### src/rtl/pipeline_adder_n.sv
// Pipelined carry-chain adder/subtractor: WIDTH bits split into STAGES chunks, skewed in, deskewed out.
// Optional signed-overflow output enabled by defining PIPE_ADDER_OVF_EN.
module pipeline_adder_n #(
    parameter int WIDTH  = 8,
    parameter int STAGES = 2
) (
    input  logic             enable,
    input  logic             rst,
    input  logic             in_valid,
    output logic             in_ready,
    input  logic [WIDTH-1:0] a,
    input  logic [WIDTH-1:0] b,
    input  logic             cin,
    input  logic             sub,
    output logic             out_valid,
    input  logic             out_ready,
    output logic [WIDTH-1:0] sum,
    output logic             cout
`ifdef PIPE_ADDER_OVF_EN
    ,
    output logic             ovf
`endif
);
    localparam int CHUNK = WIDTH / STAGES;

    logic [WIDTH-1:0] b_eff;
    logic             c0;
    logic             stall;

    assign b_eff     = sub ? ~b : b;
    assign c0        = cin ^ sub;
    assign out_valid = g_st[STAGES-1].v_q;
    assign stall     = out_valid & ~out_ready;
    assign in_ready  = ~stall;

    // Stage s owns operand chunks j > s (skew) and result chunks j <= s (deskew).
    for (genvar s = 0; s < STAGES; s++) begin : g_st
        logic             v_q, c_q, v_in, c_in, load;
        logic [CHUNK-1:0] op_a, op_b;
        logic [CHUNK:0]   add;

        if (s == 0) begin : g_head
            assign v_in = in_valid;
            assign c_in = c0;
            assign op_a = a[CHUNK-1:0];
            assign op_b = b_eff[CHUNK-1:0];
        end else begin : g_head
            assign v_in = g_st[s-1].v_q;
            assign c_in = g_st[s-1].c_q;
            assign op_a = g_st[s-1].g_ch[s].g_skew.a_q;
            assign op_b = g_st[s-1].g_ch[s].g_skew.b_q;
        end

        // Data registers only load real transactions so outputs hold across bubbles.
        assign load = ~stall & v_in;
        assign add  = {1'b0, op_a} + {1'b0, op_b} + {{CHUNK{1'b0}}, c_in};

        always_ff @(posedge enable) begin
            if (rst) begin
                v_q <= 1'b0;
                c_q <= 1'b0;
            end else begin
                if (!stall) v_q <= v_in;
                if (load)   c_q <= add[CHUNK];
            end
        end

        for (genvar j = 0; j < STAGES; j++) begin : g_ch
            if (j > s) begin : g_skew
                logic [CHUNK-1:0] a_q, b_q, a_d, b_d;
                if (s == 0) begin : g_src
                    assign a_d = a[j*CHUNK +: CHUNK];
                    assign b_d = b_eff[j*CHUNK +: CHUNK];
                end else begin : g_src
                    assign a_d = g_st[s-1].g_ch[j].g_skew.a_q;
                    assign b_d = g_st[s-1].g_ch[j].g_skew.b_q;
                end
                always_ff @(posedge enable) begin
                    if (rst) begin
                        a_q <= '0;
                        b_q <= '0;
                    end else if (load) begin
                        a_q <= a_d;
                        b_q <= b_d;
                    end
                end
            end else begin : g_res
                logic [CHUNK-1:0] r_q, r_d;
                if (j == s) begin : g_src
                    assign r_d = add[CHUNK-1:0];
                end else begin : g_src
                    assign r_d = g_st[s-1].g_ch[j].g_res.r_q;
                end
                always_ff @(posedge enable) begin
                    if (rst)       r_q <= '0;
                    else if (load) r_q <= r_d;
                end
            end
        end

`ifdef PIPE_ADDER_OVF_EN
        if (s == STAGES-1) begin : g_ovf
            logic ovf_q, msb_cin;
            assign msb_cin = op_a[CHUNK-1] ^ op_b[CHUNK-1] ^ add[CHUNK-1];
            always_ff @(posedge enable) begin
                if (rst)       ovf_q <= 1'b0;
                else if (load) ovf_q <= msb_cin ^ add[CHUNK];
            end
        end
`endif
    end

    for (genvar j = 0; j < STAGES; j++) begin : g_out
        assign sum[j*CHUNK +: CHUNK] = g_st[STAGES-1].g_ch[j].g_res.r_q;
    end
    assign cout = g_st[STAGES-1].c_q;

`ifdef PIPE_ADDER_OVF_EN
    assign ovf = g_st[STAGES-1].g_ovf.ovf_q;
`endif

endmodule

### config.mk
export PLATFORM = sky130hd
export DESIGN_NAME = pipeline_adder_n
export DESIGN_NICKNAME = d
export VERILOG_FILES = /design/src/rtl/pipeline_adder_n.sv
export SDC_FILE = /design/constraint.sdc
export NUM_CORES = 1
export LEC_CHECK = 0
export CELL_PAD_IN_SITES_DETAIL_PLACEMENT = 0
export CELL_PAD_IN_SITES_GLOBAL_PLACEMENT = 1
export CORE_ASPECT_RATIO = 0.7
export CORE_MARGIN = 8
export CORE_UTILIZATION = 32
export DETAILED_ROUTE_END_ITERATION = 10
export HOLD_SLACK_MARGIN = 0.1
export PLACE_DENSITY = 0.83
export SLEW_MARGIN = 0
export SYNTH_ARGS = -nofsm -noshare
export SYNTH_HDL_FRONTEND = slang
export SYNTH_SLANG_ARGS = --single-unit
### constraint.sdc
create_clock -name enable -period 2.08 [get_ports enable]
set_input_delay 0.312 -clock enable [delete_from_list [all_inputs] [get_ports enable]]
set_output_delay 0.312 -clock enable [all_outputs]
set_load 0.005 [all_outputs]
* Yosys cells after proc, flatten, opt, wreduce, memory -nomap -nowiden
Cells that the tools add are included.
W data, S select, Z words.
** Word-level totals
- Register bits after elaboration :: 24
- Word-level logic and storage cells :: 21
- Bits of input ports :: 22
- Output and inout bits :: 11
** Operators by class
- Muxes and demuxes :: 1
- Bitwise logic cells :: 7
- Add/sub/neg operators :: 4
** Operator list (count)
- $add A4 B4 Y5 :: 2
- $add A5 B1 Y5 :: 2
- $mux W8 :: 1
- $not A8 Y8 :: 1
- $and A1 B1 Y1 :: 3
- $not A1 Y1 :: 2
- $xor A1 B1 Y1 :: 1

* Longest topological paths before layout
- Depth in word-level cells :: 4
- Gate-level depth with buffers :: 7

* Least setup slack after synthesis
OpenSTA, ideal clock, no wires.
- Path type :: in2reg
- From :: input port sub
- To :: register g_st[0].c_q
- Setup time :: 136 ps
- Path buffers :: 1
- Stages on the path :: 7
- Data arrival time :: 1847 ps
- Path slack :: 97 ps
- Data required time :: 1944 ps
- Cells stage by stage :: buf_4 -> xor2_1 -> fa_1 -> fa_1 -> a21o_1 -> a21oi_1 -> a211oi_1
** On the way
- Word-level cells in the longest chain between the ends :: 3
** RTL lines
- start, declared :: line 14 : input logic sub,
- $mux W8 :: line 30 : assign b_eff = sub ? ~b : b;
- $add A4 B4 Y5 :: line 56 : assign add = {1'b0, op_a} + {1'b0, op_b} + {{CHUNK{1'b0}}, c_in};
- $add A5 B1 Y5 (*) :: line 56
- end signal, assigned :: line 64 : if (load) c_q <= add[CHUNK];
- end, declared :: line 38 : logic v_q, c_q, v_in, c_in, load;
Every way passes the cells marked *; elsewhere a longest branch is shown, timed or not.
A chain may end at the register's enable or synchronous reset.

* Final worst setup path
- From :: input port b[0]
- To :: register g_st[0].c_q
** On the way
- Word-level cells in the longest chain between the ends :: 4
** RTL lines
- start, declared :: line 12 : input logic [WIDTH-1:0] b,
- $not A8 Y8 :: line 30
- $mux W8 (*) :: line 30
- $add A4 B4 Y5 (*) :: line 56
- $add A5 B1 Y5 (*) :: line 56
Marks and branches as above.

==> impl_summary.txt <==
----------------------------------------------------
[Final layout]
  Area of all placed cells without fillers ... 0.00174 mm2
  Nets ... 210
  Fill count ... 387
  Ratio of cells with drive above 1 in the final layout ... 10.2%
  Number of antenna cells inserted ... 0
  Layout overhead on the synthesized area ... 34.8%
  Utilization of the core after routing ... 44.5%
  Area of combinational cells with multiple inputs ... 717 um2
  Footprint of the flip-flops and latches ... 480 um2

[Timing]
  Hold Vio Cnt, Final ... 0
  Maximum clock frequency ... 0.510 GHz
  Number of setup violations in the final report ... 0
  RSZ-0062 raised after global routing ... false
  Relative slew slack ... 73.1%
  Final period demand of the worst path ... 1.96 ns
  Total count of max-transition violations in the final report ... 0
  Worst clock skew ... 0.00249 ns
  Final worst path period share ... 94.3%
  Transition time at the pin with the least slew margin ... 0.403 ns

[Worst setup path]
  Category of the worst setup path capture point ... flop
  Flop-to-flop setup slack ... 0.52 ns
  RR Startpoint ... g_st[0].c_q
  Library cell contributing the largest single delay on the critical path ... fa_1
  Largest fanout of any net on the critical path ... 2
  Critical Path AT ... 2.10 ns
  Critical path required time ... 2.22 ns
  Critical path type ... input port to flop
  Slowest cell delay on critical path ... 0.44 ns
  CP cell instances ... clkdlybuf4s50_1, xor2_1, fa_1, fa_2, a21o_1, a21oi_1, a211oi_1
  Critical Path Source Type ... input port
  Depth of the most critical reg-to-reg path ... 4
  Top cell family by delay on the critical path ... adder cells
  Critical path startpoint ... b[0]
  Critical R2R Capture ... g_st[1].g_ch[1].g_res.r_q[1]
  Buffer and inverter count on the worst path ... 1

[Clocking]
  Post-CTS Hold Buffers ... 0
  Setup Buffers After CTS ... 0
  TritonCTS buffer count ... 3
  Max Buffers Root-to-Sink ... 2
  Clock root buffer ... clkbuf_8
  Deepest level of the CTS H-tree ... 1
  TritonCTS clock tree ... done
  Sinks on the clock net ... 24
  Clock insertion delay at the later pin of the skew report ... 0.27 ns
  Clock transition at path regs ... 0.08 ns

[Global routing]
  Total Routing Usage GR ... 10.6%
  First-pass GRT wire length ... 5550 um
  Grt met3 use ... 4.54%
  Met1 Use GR ... 13.6%
  Layer with the highest usage after global routing ... met2
  Number of global-route vias before repair ... 1147
  Global-route track usage on met2 ... 16.3%
  Largest net degree at the start of global routing ... 24
  Antenna violations before repair ... 0
  Total congestion overflow after global routing ... 0

[Detailed routing]
  Total number of vias ... 1140
  Number of antenna-violating nets in the routed design ... 0
  Number of DRC markers after the initial detailed-route iteration ... 38
  Routed wire per std cell ... 14.2 um
  Final Routed Wirelength ... 3260 um
  Drt first pass iters ... 4
  Number of remaining DRC errors ... 0
  Avg Vias per Cell ... 4.98

[Placed design]
  Routability cong. ... 0.808
  Half-perimeter wire length after detailed placement ... 2520 um
  Port Buffers ... 32
  Area after detailed placement ... 0.00168 mm2

[Synth]
  Warnings from Yosys ... 0
  FFs w/ async S/R, synth ... 0%
  Post-Syn Instances ... 141
  Post-Synthesis Mean Instance Area ... 9.13 um2
  Synthesized flop and latch total ... 24
  Top_reg_cell synth ... dfxtp_1
  Cell area after synthesis ... 0.00129 mm2
  EDFF count, synth ... 0
  Portion of the post-synthesis area used by sequential elements ... 37.3%
  Net count after synthesis ... 173
  Count of cell types in the netlist ... 28

[Floorplan]
  Placeable core area ... 0.00390 mm2
  Vertical die dimension ... 69.1 um
  Starting density of the core ... 33.0%
  Die Footprint ... 0.00634 mm2
  Die Span X ... 91.8 um
  Core Rows ... 19
  Io pins ... 33

[Min path]
  Hold path depth ... 2
  End point of the worst hold path ... g_st[1].g_ch[1].g_res.r_q[2]
  HP Class ... flop to flop
  HP Start ... g_st[1].g_ch[1].g_res.r_q[2]

[Power]
  Leakage power ... 0.000642 uW
  Total power ... 1090 uW
  IR Drop Worst-Case VDD ... 279 uV
  Pwr/cell area ... 629 mW/mm2

[Outcome]
  Outcome ... finished clean

[Job]
  Max-cap violation count ... 0

----------------------------------------------------
==> power breakdown <==
group / internal (uW) / leakage (uW) / switching, uW
clock: 169 / 0.0000288 / 146
combinational: 142 / 0.000416 / 121
sequential: 494 / 0.000197 / 19.2
total: 806 / 0.000642 / 286
==> final cells by class <==
cell class	count	share of cell area (%)
Tap cell	52	3.75
Sequential cell	24	27.7
Clock buffer	4	3.17
Inverter	6	1.37
Timing Repair Buffer	42	22.7
Multi-Input combinational cell	101	41.3
==> worst register-to-register path: stages (launching register included) <==
cell      delay (ns)
dfxtp_1         0.34
fa_1            0.44
inv_1           0.08
fa_1            0.40
a211oi_1        0.21
==> layout by cell type (no fill, tap or decap), drive strengths merged, types with 5 or more instances in the layout <==
cell type and count:
xnor2 5, ha 6, xor2 6, buf 10
clkdlybuf4s50 31, o21ai 13, a21oi 24, dfxtp 24
a211oi 8, nand3 14
==> cells in the mapped netlist, types with 3 or more instances <==
cell type / n / area [um2]
inv_1: 4 / 15.0
a211oi_1: 7 / 52.6
clkbuf_1: 4 / 15.0
nand3_1: 14 / 70.1
ha_1: 6 / 75.1
fa_1: 4 / 80.1
nand2_1: 4 / 15.0
a21oi_1: 24 / 120
dfxtp_1: 24 / 480
xnor2_1: 5 / 43.8
o21ai_0: 13 / 65.1
buf_6: 3 / 33.8
xor2_1: 6 / 52.6
==> routing by layer <==
metal | wire [um] | part of all wire, %
met1 | 1540 | 47
met2 | 1470 | 45
met3 | 232 | 7.1
met4 | 19 | 0.58
met5 | 0 | 0
==> timing repair <==
item                       in CTS  in global routing
gates resized for setup         1                  1
hold endpoints to repair        0                  0
setup endpoints to repair       1                  1
==> cells by family (layout without fill, tap and decap cells) <==
group,after synthesis,count (layout),share of synthesized area [%]
adder cells (fa/ha/maj),10,10,12.1
AO/OA/AOI/OAI,50,50,23.1
AND/OR/NAND/NOR,30,30,12.8
flip-flops,24,24,37.3
buffers and inverters,16,52,7.19
XOR/XNOR,11,11,7.48
==> flip-flops by register name (all words and copies together) (netlist names) <==
register and cells:
g_st.g_ch.g_skew.a_q 4, out_valid 1, g_st.v_q 1, cout 1, g_st.g_ch.g_skew.b_q 4, g_st.g_ch.g_res.r_q 12, g_st.c_q 1
==> stage by stage <==
step / TNS [ns] / setup WS [ns] / std cells / hold WS, ns
final: 0 / 0.119 / 229 / 0.473
after global routing: 0 / 0.0544 / 229 / 0.521
after CTS: 0 / 0.0545 / 229 / 0.476
after detailed placement: -0.892 / -0.355 / 225 / 0.467
after global placement: -0.737 / -0.309 / 225 / 0.456
after floorplan: 0 / 0.0970 / 141 / 0.444
==> worst max-delay path by stage <==
stage                       end  slack (ns)  cells after the start
floorplan           g_st[0].c_q         0.1                      7
global placement    g_st[0].c_q       -0.31                      7
detailed placement  g_st[0].c_q       -0.36                      7
CTS                 g_st[0].c_q        0.05                      7
global route        g_st[0].c_q        0.05                      7
finish              g_st[0].c_q        0.12                      7
Note: power is estimated with default switching activity, not from simulation.
